===== src/rtl/pipelined_addsub_pkg.sv =====
// Shared constants and elaboration helpers for the segmented adder/subtractor.
// Flag bit positions are also used to index the packed output flag register.
package pipelined_addsub_pkg;

  localparam int FLAG_Z   = 0;
  localparam int FLAG_N   = 1;
  localparam int FLAG_C   = 2;
  localparam int FLAG_V   = 3;
  localparam int FLAG_W   = 4;
  localparam int SEGS_MIN = 1;
  localparam int SEGS_MAX = 8;

  function automatic int seg_width(input int width, input int segs);
    return (segs > 0) ? (width / segs) : width;
  endfunction

  function automatic bit cfg_ok(input int width, input int segs);
    return (segs >= SEGS_MIN) && (segs <= SEGS_MAX) && (width > 0) && ((width % segs) == 0);
  endfunction

endpackage


===== src/rtl/pipelined_addsub_if.sv =====
// Operation/result channels of the adder/subtractor, each with valid/ready.
// The DUT uses the slave view; a producer/consumer pair uses the master view.
interface pipelined_addsub_if
  import pipelined_addsub_pkg::*;
#(
  parameter int WIDTH = 32,
  parameter int TAG_W = 4
);

  logic             in_valid;
  logic             in_ready;
  logic [WIDTH-1:0] in_a;
  logic [WIDTH-1:0] in_b;
  logic             in_sub;
  logic             in_bypass;
  logic [WIDTH-1:0] in_bypass_data;
  logic [TAG_W-1:0] in_tag;

  logic             out_valid;
  logic             out_ready;
  logic [WIDTH-1:0] out_result;
  logic             out_carry;
  logic             out_overflow;
  logic             out_zero;
  logic             out_neg;
  logic [TAG_W-1:0] out_tag;

  modport slave (
    input  in_valid, in_a, in_b, in_sub, in_bypass, in_bypass_data, in_tag,
    output in_ready,
    output out_valid, out_result, out_carry, out_overflow, out_zero, out_neg, out_tag,
    input  out_ready
  );

  modport master (
    output in_valid, in_a, in_b, in_sub, in_bypass, in_bypass_data, in_tag,
    input  in_ready,
    input  out_valid, out_result, out_carry, out_overflow, out_zero, out_neg, out_tag,
    output out_ready
  );

endinterface


===== src/rtl/pipelined_addsub_segment.sv =====
// One SEG_W-bit slice of the carry-pipelined adder: sum, carry out, carry into
// the slice MSB (for signed overflow on the top slice) and a slice-zero bit.
module addsub_segment
  import pipelined_addsub_pkg::*;
#(
  parameter int SEG_W = 16
) (
  input  logic [SEG_W-1:0] a,
  input  logic [SEG_W-1:0] b,
  input  logic             carry_in,
  output logic [SEG_W-1:0] sum,
  output logic             carry_out,
  output logic             carry_msb,
  output logic             zero
);

  logic [SEG_W:0] full;

  assign full      = {1'b0, a} + {1'b0, b} + {{SEG_W{1'b0}}, carry_in};
  assign sum       = full[SEG_W-1:0];
  assign carry_out = full[SEG_W];
  // The MSB sum bit is a^b^cin, so the carry into it falls out of an XOR.
  assign carry_msb = a[SEG_W-1] ^ b[SEG_W-1] ^ sum[SEG_W-1];
  assign zero      = ~|sum;

endmodule


===== src/rtl/pipelined_addsub.sv =====
// Segmented carry-pipelined adder/subtractor with NZCV flags, bypass lane,
// sideband tag and a single global stall driven by the output handshake.
module pipelined_addsub
  import pipelined_addsub_pkg::*;
#(
  parameter int WIDTH = 32,
  parameter int SEGS  = 2,
  parameter int TAG_W = 4
) (
  input logic                clk,
  input logic                rst_n,
  pipelined_addsub_if.slave  bus
);

  localparam int SEG_W = seg_width(WIDTH, SEGS);

  if (!cfg_ok(WIDTH, SEGS)) begin : g_cfg_error
    $error("pipelined_addsub: WIDTH must be a multiple of SEGS and SEGS must be 1..8");
  end

  typedef struct packed {
    logic             valid;
    logic             bypass;
    logic [TAG_W-1:0] tag;
    logic [WIDTH-1:0] a;
    logic [WIDTH-1:0] b;
    logic [WIDTH-1:0] res;
    logic [WIDTH-1:0] bypass_data;
    logic             carry;
    logic             carry_msb;
    logic             zero;
  } stage_t;

  stage_t            head;
  stage_t            fin;
  logic              advance;
  logic              out_valid_q;
  logic [WIDTH-1:0]  out_result_q;
  logic [TAG_W-1:0]  out_tag_q;
  logic [FLAG_W-1:0] out_flags_q;
  logic [WIDTH-1:0]  result_d;
  logic [FLAG_W-1:0] flags_d;

  assign advance      = !out_valid_q || bus.out_ready;
  assign bus.in_ready = advance;

  // Subtraction is folded in here once: B is inverted and the carry-in set.
  always_comb begin
    head             = '0;
    head.valid       = bus.in_valid;
    head.bypass      = bus.in_bypass;
    head.tag         = bus.in_tag;
    head.a           = bus.in_a;
    head.b           = bus.in_sub ? ~bus.in_b : bus.in_b;
    head.bypass_data = bus.in_bypass_data;
    head.carry       = bus.in_sub;
    head.zero        = 1'b1;
  end

  for (genvar k = 0; k < SEGS; k++) begin : g_seg
    stage_t           src;
    stage_t           seg_out;
    logic [SEG_W-1:0] sum;
    logic             carry_out;
    logic             carry_msb;
    logic             zero;

    if (k == 0) begin : g_src_head
      assign src = head;
    end else begin : g_src_pipe
      assign src = g_seg[k-1].g_pipe.stg_q;
    end

    addsub_segment #(.SEG_W(SEG_W)) u_segment (
      .a         (src.a[k*SEG_W +: SEG_W]),
      .b         (src.b[k*SEG_W +: SEG_W]),
      .carry_in  (src.carry),
      .sum       (sum),
      .carry_out (carry_out),
      .carry_msb (carry_msb),
      .zero      (zero)
    );

    always_comb begin
      seg_out                         = src;
      seg_out.res[k*SEG_W +: SEG_W]   = sum;
      seg_out.carry                   = carry_out;
      seg_out.carry_msb               = carry_msb;
      seg_out.zero                    = src.zero & zero;
    end

    // The last segment feeds the output registers instead of a stage register.
    if (k < SEGS-1) begin : g_pipe
      stage_t stg_q;

      always_ff @(posedge clk or negedge rst_n) begin
        if (!rst_n) begin
          stg_q <= '0;
        end else if (advance) begin
          stg_q <= seg_out;
        end
      end
    end
  end

  assign fin = g_seg[SEGS-1].seg_out;

  always_comb begin
    result_d         = fin.bypass ? fin.bypass_data : fin.res;
    flags_d          = '0;
    flags_d[FLAG_Z]  = fin.bypass ? ~|fin.bypass_data : fin.zero;
    flags_d[FLAG_N]  = result_d[WIDTH-1];
    flags_d[FLAG_C]  = !fin.bypass && fin.carry;
    flags_d[FLAG_V]  = !fin.bypass && (fin.carry ^ fin.carry_msb);
  end

  always_ff @(posedge clk or negedge rst_n) begin
    if (!rst_n) begin
      out_valid_q  <= 1'b0;
      out_result_q <= '0;
      out_tag_q    <= '0;
      out_flags_q  <= '0;
    end else if (advance) begin
      out_valid_q  <= fin.valid;
      out_result_q <= result_d;
      out_tag_q    <= fin.tag;
      out_flags_q  <= flags_d;
    end
  end

  assign bus.out_valid    = out_valid_q;
  assign bus.out_result   = out_result_q;
  assign bus.out_tag      = out_tag_q;
  assign bus.out_zero     = out_flags_q[FLAG_Z];
  assign bus.out_neg      = out_flags_q[FLAG_N];
  assign bus.out_carry    = out_flags_q[FLAG_C];
  assign bus.out_overflow = out_flags_q[FLAG_V];

endmodule


===== src/flat_wrapper.sv =====
// flat-port wrapper written by rule: the top's interface ports become plain ports
module pipelined_addsub_flat import pipelined_addsub_pkg::*;
#(
  parameter int WIDTH = 32,
  parameter int SEGS  = 2,
  parameter int TAG_W = 4
)
  (clk, rst_n, bus_in_valid, bus_in_a, bus_in_b, bus_in_sub, bus_in_bypass, bus_in_bypass_data, bus_in_tag, bus_in_ready, bus_out_valid, bus_out_result, bus_out_carry, bus_out_overflow, bus_out_zero, bus_out_neg, bus_out_tag, bus_out_ready);
  pipelined_addsub_if #(.WIDTH(WIDTH), .TAG_W(TAG_W)) bus_i ();
  input logic clk;
  input logic rst_n;
  input wire logic [$bits(bus_i.in_valid)-1:0] bus_in_valid;
  input wire logic [$bits(bus_i.in_a)-1:0] bus_in_a;
  input wire logic [$bits(bus_i.in_b)-1:0] bus_in_b;
  input wire logic [$bits(bus_i.in_sub)-1:0] bus_in_sub;
  input wire logic [$bits(bus_i.in_bypass)-1:0] bus_in_bypass;
  input wire logic [$bits(bus_i.in_bypass_data)-1:0] bus_in_bypass_data;
  input wire logic [$bits(bus_i.in_tag)-1:0] bus_in_tag;
  output wire logic [$bits(bus_i.in_ready)-1:0] bus_in_ready;
  output wire logic [$bits(bus_i.out_valid)-1:0] bus_out_valid;
  output wire logic [$bits(bus_i.out_result)-1:0] bus_out_result;
  output wire logic [$bits(bus_i.out_carry)-1:0] bus_out_carry;
  output wire logic [$bits(bus_i.out_overflow)-1:0] bus_out_overflow;
  output wire logic [$bits(bus_i.out_zero)-1:0] bus_out_zero;
  output wire logic [$bits(bus_i.out_neg)-1:0] bus_out_neg;
  output wire logic [$bits(bus_i.out_tag)-1:0] bus_out_tag;
  input wire logic [$bits(bus_i.out_ready)-1:0] bus_out_ready;
  assign bus_i.in_valid = bus_in_valid;
  assign bus_i.in_a = bus_in_a;
  assign bus_i.in_b = bus_in_b;
  assign bus_i.in_sub = bus_in_sub;
  assign bus_i.in_bypass = bus_in_bypass;
  assign bus_i.in_bypass_data = bus_in_bypass_data;
  assign bus_i.in_tag = bus_in_tag;
  assign bus_in_ready = bus_i.in_ready;
  assign bus_out_valid = bus_i.out_valid;
  assign bus_out_result = bus_i.out_result;
  assign bus_out_carry = bus_i.out_carry;
  assign bus_out_overflow = bus_i.out_overflow;
  assign bus_out_zero = bus_i.out_zero;
  assign bus_out_neg = bus_i.out_neg;
  assign bus_out_tag = bus_i.out_tag;
  assign bus_i.out_ready = bus_out_ready;
  pipelined_addsub #(.WIDTH(WIDTH), .SEGS(SEGS), .TAG_W(TAG_W)) u_core (.clk(clk), .rst_n(rst_n), .bus(bus_i));
endmodule

===== config.mk =====
export PLATFORM = sky130hd
export DESIGN_NAME = pipelined_addsub_flat
export DESIGN_NICKNAME = d
export VERILOG_FILES = /design/src/rtl/pipelined_addsub_pkg.sv /design/src/rtl/pipelined_addsub_if.sv /design/src/rtl/pipelined_addsub_segment.sv /design/src/rtl/pipelined_addsub.sv /design/src/flat_wrapper.sv
export SDC_FILE = /design/constraint.sdc
export NUM_CORES = 1
export LEC_CHECK = 0
export BUFFER_PORTS_ARGS = -buffer_cell sky130_fd_sc_hd__buf_2
export CAP_MARGIN = 20
export CORE_ASPECT_RATIO = 1.2
export CORE_MARGIN = 5
export CORE_UTILIZATION = 56
export DETAILED_ROUTE_END_ITERATION = 6
export GPL_ROUTABILITY_DRIVEN = 0
export PLACE_DENSITY = 0.84
export SLEW_MARGIN = 20
export SYNTH_ARGS = -nofsm -noshare
export SYNTH_HDL_FRONTEND = slang
export SYNTH_SLANG_ARGS = --single-unit
export TNS_END_PERCENT = 10

===== constraint.sdc =====
create_clock -name clk -period 3.8 [get_ports clk]
set_input_delay 0.76 -clock clk [delete_from_list [all_inputs] [get_ports clk]]
set_output_delay 0.76 -clock clk [all_outputs]
set_load 0.01 [all_outputs]

==> impl_results.md, run 1 <==
- Most used cell, CP: fa_1
- Die area: around 15000 sq um
- Post-DP HPWL: 13300 um
- CTS Sinks: 128
- PortBufs: 147
- Critical path buffer and inverter count: 1
- Ys Warns: 0
- Async set-reset flop share out of synthesis: 1.00
- Hold-fix buffers, CTS: 0
- Yosys reg bits: 128
- Num CTS Buffers: 17
- Root buf cell: clkbuf_16
- Max-Cap Viols: 0
- Hold_ws: 423 ps
- Global Route Usage Sum: 0.242
- Post-synth top area cell: dfrtp_1
- Post-synthesis cell count: roughly 830
- Period utilisation layout: 0.836
- Post-synthesis mux area share: 0.0372
- Commonest non-fill, non-tap cells in the layout: nand2_1 (257), buf_2 (146), dfrtp_1 (128)
- Area growth syn-to-layout: 20.7%
- Post-route minimum period: 3180 ps
- CORE AREA: 12600 sq um
- Hold Crit Class: in -> async
- CP Launch Type: flop
- Post-CTS Resized: 0
- Slew Limit Fails: 0
- Post-Synth XOR/XNOR Area: 0.0612
- Critical path, cell by cell: fa_1, inv_1, fa_1, nor2b_1, o31a_1, o21a_1, or3_1, a2111oi_0, nand4_1, o21ai_0
- Row cnt: 45
- First-pass GRT wire length: 29400 um
- RSZ-0062 raised after global routing: no
- Setup TNS: 0 ps
- Die width: 113 um
- Worst-Margin Slew: 827 ps
- Clock Pin Slew Worst Setup and Hold Paths: 60 ps
- Setup Viol. Count Final: 0
- Compound-gate portion of the synthesized area: 0.151
- Final ANT Viol Nets: 0
- Setup CP Type: reg -> reg
- Crit path required time: 4140 ps
- Post-synth EDFFs: 0
- Vias in the first global route: 6097
- Share of cells above drive strength 1: 0.202
- Sequential area share after synthesis: 0.447
- Largest net degree at the start of global routing: 84
- NumNets Final: 1106
- Initial drt markers: 385
- Via/cell ratio: 5.48
- Synth cell types: 57
- Routed WL: 18000 um
- Drt drc: 0
- Max incr delay on CP: 620 ps
- Ys flop type: dfrtp_1
- Post-synthesis simple-gate area fraction: 0.212
- Router iterations before antenna repair: 5
- CP top delay family: compound AO/OA/AOI/OAI gates
- Post-Synth Adder-Cell Area: 0.0608
- Static Leakage: about 4.3 nW
- IO Pins: 148
- Worst-path maximum fanout: 5
- Remaining Overflow, GRT: 0
- Starting Density: 0.568
- Syn nets: 972
- Most common cell after layout, fill and taps aside: nand2_1
- Mapped cell area: a little over 7000 sq um
- CTS tree: yes
- Main combinational cell family by area after synthesis: simple AND/OR/NAND/NOR gates
- Antenna violations before repair: 1
- H-tree levels: 4
- Worst Path Arrival: 3520 ps
- Clock latency on the worst-skew pair: roughly 420 ps
- Normalized max-slew margin: 0.449
- Status: complete, no violations
- Worst VDD drop: 0.379 mV
- Crit-path slowest cell: a2111oi_0
- Clock skew: between 7 and 8 ps
- P per Cell Area: 584 nW/um^2
- Avg Synthesized Cell Area: 8.60 sq um
- CP Capture Type: flop
- Die Y: 134 um
- Final Hold Viols: 0
- FMAX: around 310 MHz
- Via Count: ~6300
- Post-CTS Setup Inserts: 0
- Bufs on Longest Clock Path: 2
- Share of the synthesized area in the top cell type: 0.447
- Top post-synthesis cells by area: dfrtp_1 (45%), nand2_1 (13%), ha_1 (5.2%)
- FILL cells: 1075
- Routed length per instance: around 16 um
-- synth_stat cells, types with 3 or more instances --
library cell / n
a211oi_1: 7
a21o_1: 9
a21oi_1: 41
a311oi_1: 3
a31oi_1: 9
and3_1: 8
and4_1: 3
buf_1: 8
clkbuf_1: 33
dfrtp_1: 128
fa_1: 3
ha_1: 30
inv_1: 13
mux2i_1: 24
nand2_1: 257
nand2b_1: 3
nand3_1: 8
nand4_1: 4
nor2_1: 42
nor2b_1: 6
nor3_1: 14
nor4_1: 7
o211a_1: 3
o211ai_1: 5
o21a_1: 6
o21ai_0: 65
o311ai_0: 3
or3_1: 5
xnor2_1: 29
xor2_1: 21
-- through the flow --
step	utilization	std cells	instance area (sq um)	power [mW]	setup slack [ps]
after floorplan	-	833	7160	2.89	60.9
after global placement	0.638	1112	8040	3.38	324
after detailed placement	0.638	1112	8040	3.44	275
after CTS	0.685	1144	8640	5.08	656
after global routing	0.685	1144	8640	5.36	501
final	0.685	1145	8640	5.05	624
-- report_power, final --
group | switching, mW | total (mW) | internal [mW] | leakage [nW]
Clock | 0.627 | 1.62 | 0.990 | 0.279
Sequential | 0.200 | 1.86 | 1.66 | 1.53
Combinational | 0.921 | 1.57 | 0.648 | 2.48
Total | 1.75 | 5.05 | 3.30 | 4.29
-- metal layers --
layer	track usage	routed length [um]
met1	0.303	7510
met2	0.415	9150
met3	0.0492	1010
met4	0.0855	357
met5	0	11
-- final timing paths --
check	startpoint	endpoint	slack, ps	cells after the start
min reg2reg	u_core.fin[136]$_DFFE_PN0P_	u_core.fin[136]$_DFFE_PN0P_	460	2
max	u_core.g_seg[0].g_pipe.stg_q[2]$_DFFE_PN0P_	u_core.out_flags_q[0]$_DFFE_PN0P_	620	10
max reg2reg	u_core.g_seg[0].g_pipe.stg_q[2]$_DFFE_PN0P_	u_core.out_flags_q[0]$_DFFE_PN0P_	620	10
min	rst_n	u_core.bus.out_valid$_DFFE_PN0P_	420	1
max in group asynchronous	rst_n	u_core.fin[97]$_DFFE_PN0P_	2400	2
min in group clk	u_core.fin[136]$_DFFE_PN0P_	u_core.fin[136]$_DFFE_PN0P_	460	2
-- cell type report --
type                       count  area (sq um)  area share
multi-input combinational    648          3750       0.433
sequential                   128          3200       0.371
timing repair buffer         158           833      0.0964
clock buffer                  18           439      0.0508
tap                          164           205      0.0237
clock inverter                14           160      0.0185
inverter                      14          53.8     0.00622
antenna                        1          2.50    0.000290
-- state kept, by name (all words and copies together) (netlist names) --
signal and cells:
u_core.bus.out_result 31, u_core.bus.out_tag 4, u_core.bus.out_valid 1, u_core.fin 86
u_core.g_seg.g_pipe.stg_q 2, u_core.out_flags_q 4
-- logic make-up after synthesis --
group | count (synthesis)
xor gates and xnor gates | 50
adders and majority gates | 33
DFF | 128
AOI/OAI and AO/OA | 174
and+or+nand+nor | 365
muxes | 26
buffers and inverters | 57
Note: power is estimated with default switching activity, not from simulation.
==> inputs of run 2 (changes only) <==
--- a/config.mk
+++ b/config.mk
@@ -9,10 +9,10 @@
 export CAP_MARGIN = 20
 export CORE_ASPECT_RATIO = 1.2
 export CORE_MARGIN = 5
-export CORE_UTILIZATION = 56
+export CORE_UTILIZATION = 50
 export DETAILED_ROUTE_END_ITERATION = 6
 export GPL_ROUTABILITY_DRIVEN = 0
-export PLACE_DENSITY = 0.84
+export PLACE_DENSITY = 0.8
 export SLEW_MARGIN = 20
 export SYNTH_ARGS = -nofsm -noshare
 export SYNTH_HDL_FRONTEND = slang
==> constraint.sdc (replaced) <==
create_clock -name clk -period 2.77 [get_ports clk]
set_input_delay 0.554 -clock clk [delete_from_list [all_inputs] [get_ports clk]]
set_output_delay 0.554 -clock clk [all_outputs]
set_load 0.01 [all_outputs]
==> impl_results.md, run 2 (synthesis results as in run 1) <==
- Antenna violations before repair: 0 (-1)
- Drt drc: 0 (unchanged)
- Placed cell count: 1172 (+5.4%)
- Max incr delay on CP: 440 ps (-180 ps)
- Final ANT Viol Nets: 0 (unchanged)
- P per Cell Area: 795 nW/um^2 (+36%)
- Num CTS Buffers: 17 (unchanged)
- FMAX: 358 MHz (+14%)
- Worst-path maximum fanout: 4 (-1)
- RSZ-0062 raised after global routing: yes
- Placement Cell Area: 8460 sq um (+5.2%)
- Static Leakage: 4.57 nW (+6.4%)
- IO Pins: 148 (unchanged)
- Global Route Usage Sum: 0.223 (-0.0191)
- Largest register FFs: 86 (unchanged)
- Worst reg-to-reg setup slack: -30 ps (-650 ps)
- Die width: 119 um (+5.3%)
- Remaining Overflow, GRT: 0 (unchanged)
- PortBufs: 147 (unchanged)
- Hold_ws: 27.3 ps (-396 ps)
- Setup CP Type: reg -> reg
- Via Count: 6582 (+4.9%)
- Period utilisation layout: 1.01 (+0.174)
- Via/cell ratio: 5.47 (-0.28%)
- Area growth syn-to-layout: 27.5%
- Hold Crit Class: in -> async
- Critical path, cell by cell: fa_2, inv_2, fa_2, nor2b_2, o31a_1, o211a_1, a2111o_1, a21oi_1, nor3_2, o22a_1
- CP Launch Type: flop
- Worst Path Arrival: 3100 ps (-420 ps)
- Post-DP HPWL: 13600 um (+2.2%)
- Crit path required time: 3070 ps (-1070 ps)
- Starting Density: 0.503 (-0.0647)
- Failing checks: setup timing
- Initial drt markers: 522 (+36%)
- CORE AREA: 14200 sq um (+13%)
- Routed length per instance: 15.5 um (-1.4%)
- Share of cells above drive strength 1: 0.255 (+0.0526)
- H-tree levels: 4 (unchanged)
- Vias in the first global route: 6501 (+6.6%)
- Grt met3 use: 0.0518 (+0.00258)
- Max-Cap Viols: 0 (unchanged)
- Fin area: 9130 sq um (+5.6%)
- Final Hold Viols: 0 (unchanged)
- Hold-fix buffers, CTS: 0 (unchanged)
- CTS tree: yes
- Row cnt: 48 (+6.7%)
- Post-route minimum period: 2800 ps (-380 ps)
- Clock Pin Slew Worst Setup and Hold Paths: 60 ps (about the same)
- Most used cell, CP: fa_2
- Commonest non-fill, non-tap cells in the layout: nand2_1 (257), buf_2 (145), dfrtp_1 (128)
- Clock skew: 8.55 ps (+0.878 ps)
- Core Util, Final: 0.641 (-0.0440)
- Status: finished with violations
- Root buf cell: clkbuf_16
- First-pass GRT wire length: 30400 um (+3.1%)
- Routed WL: 18700 um (+3.7%)
- Largest net degree at the start of global routing: 107 (+27%)
- Normalized max-slew margin: 0.574 (+0.126)
- Bufs on Longest Clock Path: 2 (unchanged)
- NumNets Final: 1155 (+4.4%)
- Crit-path slowest cell: dfrtp_1
- Slew Limit Fails: 0 (unchanged)
- Setup Viol. Count Final: 2 (+2)
- Layer with the highest usage: met2
- Clock latency on the worst-skew pair: 420 ps (about the same)
- Setup TNS: -34.5 ps (-34.5 ps)
- Worst-Margin Slew: 638 ps (-188 ps)
- Worst setup margin: -25.6 ps (-650 ps)
- CP Capture Type: flop
- Global routing usage on met2: 0.391 (-0.0245)
- Most common cell after layout, fill and taps aside: nand2_1
- Die area: 16800 sq um (+11%)
- CTS Sinks: 128 (unchanged)
- Worst VDD drop: 0.479 mV (+26%)
- Grt met1 use: 0.263 (-0.0393)
- Fin cells: 1204 (+5.2%)
- ANT cells: 0 (-1)
- Router iterations before antenna repair: 5 (unchanged)
- Die Y: 141 um (+5.4%)
[run 2: cell type report]
| type | count | area (sq um) |
|---|---|---|
| Clock buffer | 17 | 425 |
| Clock inverter | 15 | 184 |
| Fill cell | 1164 | 5100 |
| Inverter | 14 | 53.8 |
| Multi-Input combinational cell | 648 | 3830 |
| Sequential cell | 128 | 3200 |
| Tap cell | 175 | 219 |
| Timing Repair Buffer | 207 | 1220 |
[run 2: layer usage]
metal / vias up / share of wire
met5: - / 0
met4: 0 / 0.028
met3: 36 / 0.061
met2: 212 / 0.50
met1: 3107 / 0.41
li1: 3227 / -
[run 2: what timing repair did]
item	4_1_cts	5_1_grt
buffers inserted	1	0
endpoints found under the setup margin	4	9
gates resized for setup	12	5
pin swaps	7	3
[run 2: where the power goes]
group	switching, mW	internal, mW	total, mW
Sequential	0.272	2.28	2.55
Clock	0.927	1.37	2.30
Combinational	1.35	1.05	2.41
Total	2.55	4.70	7.26
[run 2: metrics by stage]
step | setup WS [ps] | power, mW
finish | -25.6 | 7.26
global route | -142 | 7.69
CTS | 2.48 | 7.28
detailed placement | -399 | 4.89
global placement | -301 | 4.81
floorplan | -346 | 3.98
[run 2: critical path: cells and delay by family (launching register included)]
kind                     cells  cell delay [ps]
AO/OA/AOI/OAI                5             1490
adder cells (fa/ha/maj)      2              570
buffers and inverters        1               70
flip-flops                   1              440
AND/OR/NAND/NOR              2              110
[run 2: worst paths after layout]
| check | start | endpoint | cells past startpoint |
|---|---|---|---|
| max in group asynchronous | rst_n | u_core.bus.out_result[23]$_DFFE_PN0P_ | 2 |
| max | u_core.g_seg[0].g_pipe.stg_q[2]$_DFFE_PN0P_ | u_core.bus.out_result[30]$_DFFE_PN0P_ | 10 |
| min | rst_n | u_core.bus.out_valid$_DFFE_PN0P_ | 1 |
| min reg2reg | u_core.bus.out_tag[2]$_DFFE_PN0P_ | u_core.bus.out_tag[2]$_DFFE_PN0P_ | 2 |
| max reg2reg | u_core.g_seg[0].g_pipe.stg_q[2]$_DFFE_PN0P_ | u_core.bus.out_result[30]$_DFFE_PN0P_ | 10 |
| min in group clk | bus_in_bypass_data[11] | u_core.fin[14]$_DFFE_PN0P_ | 3 |
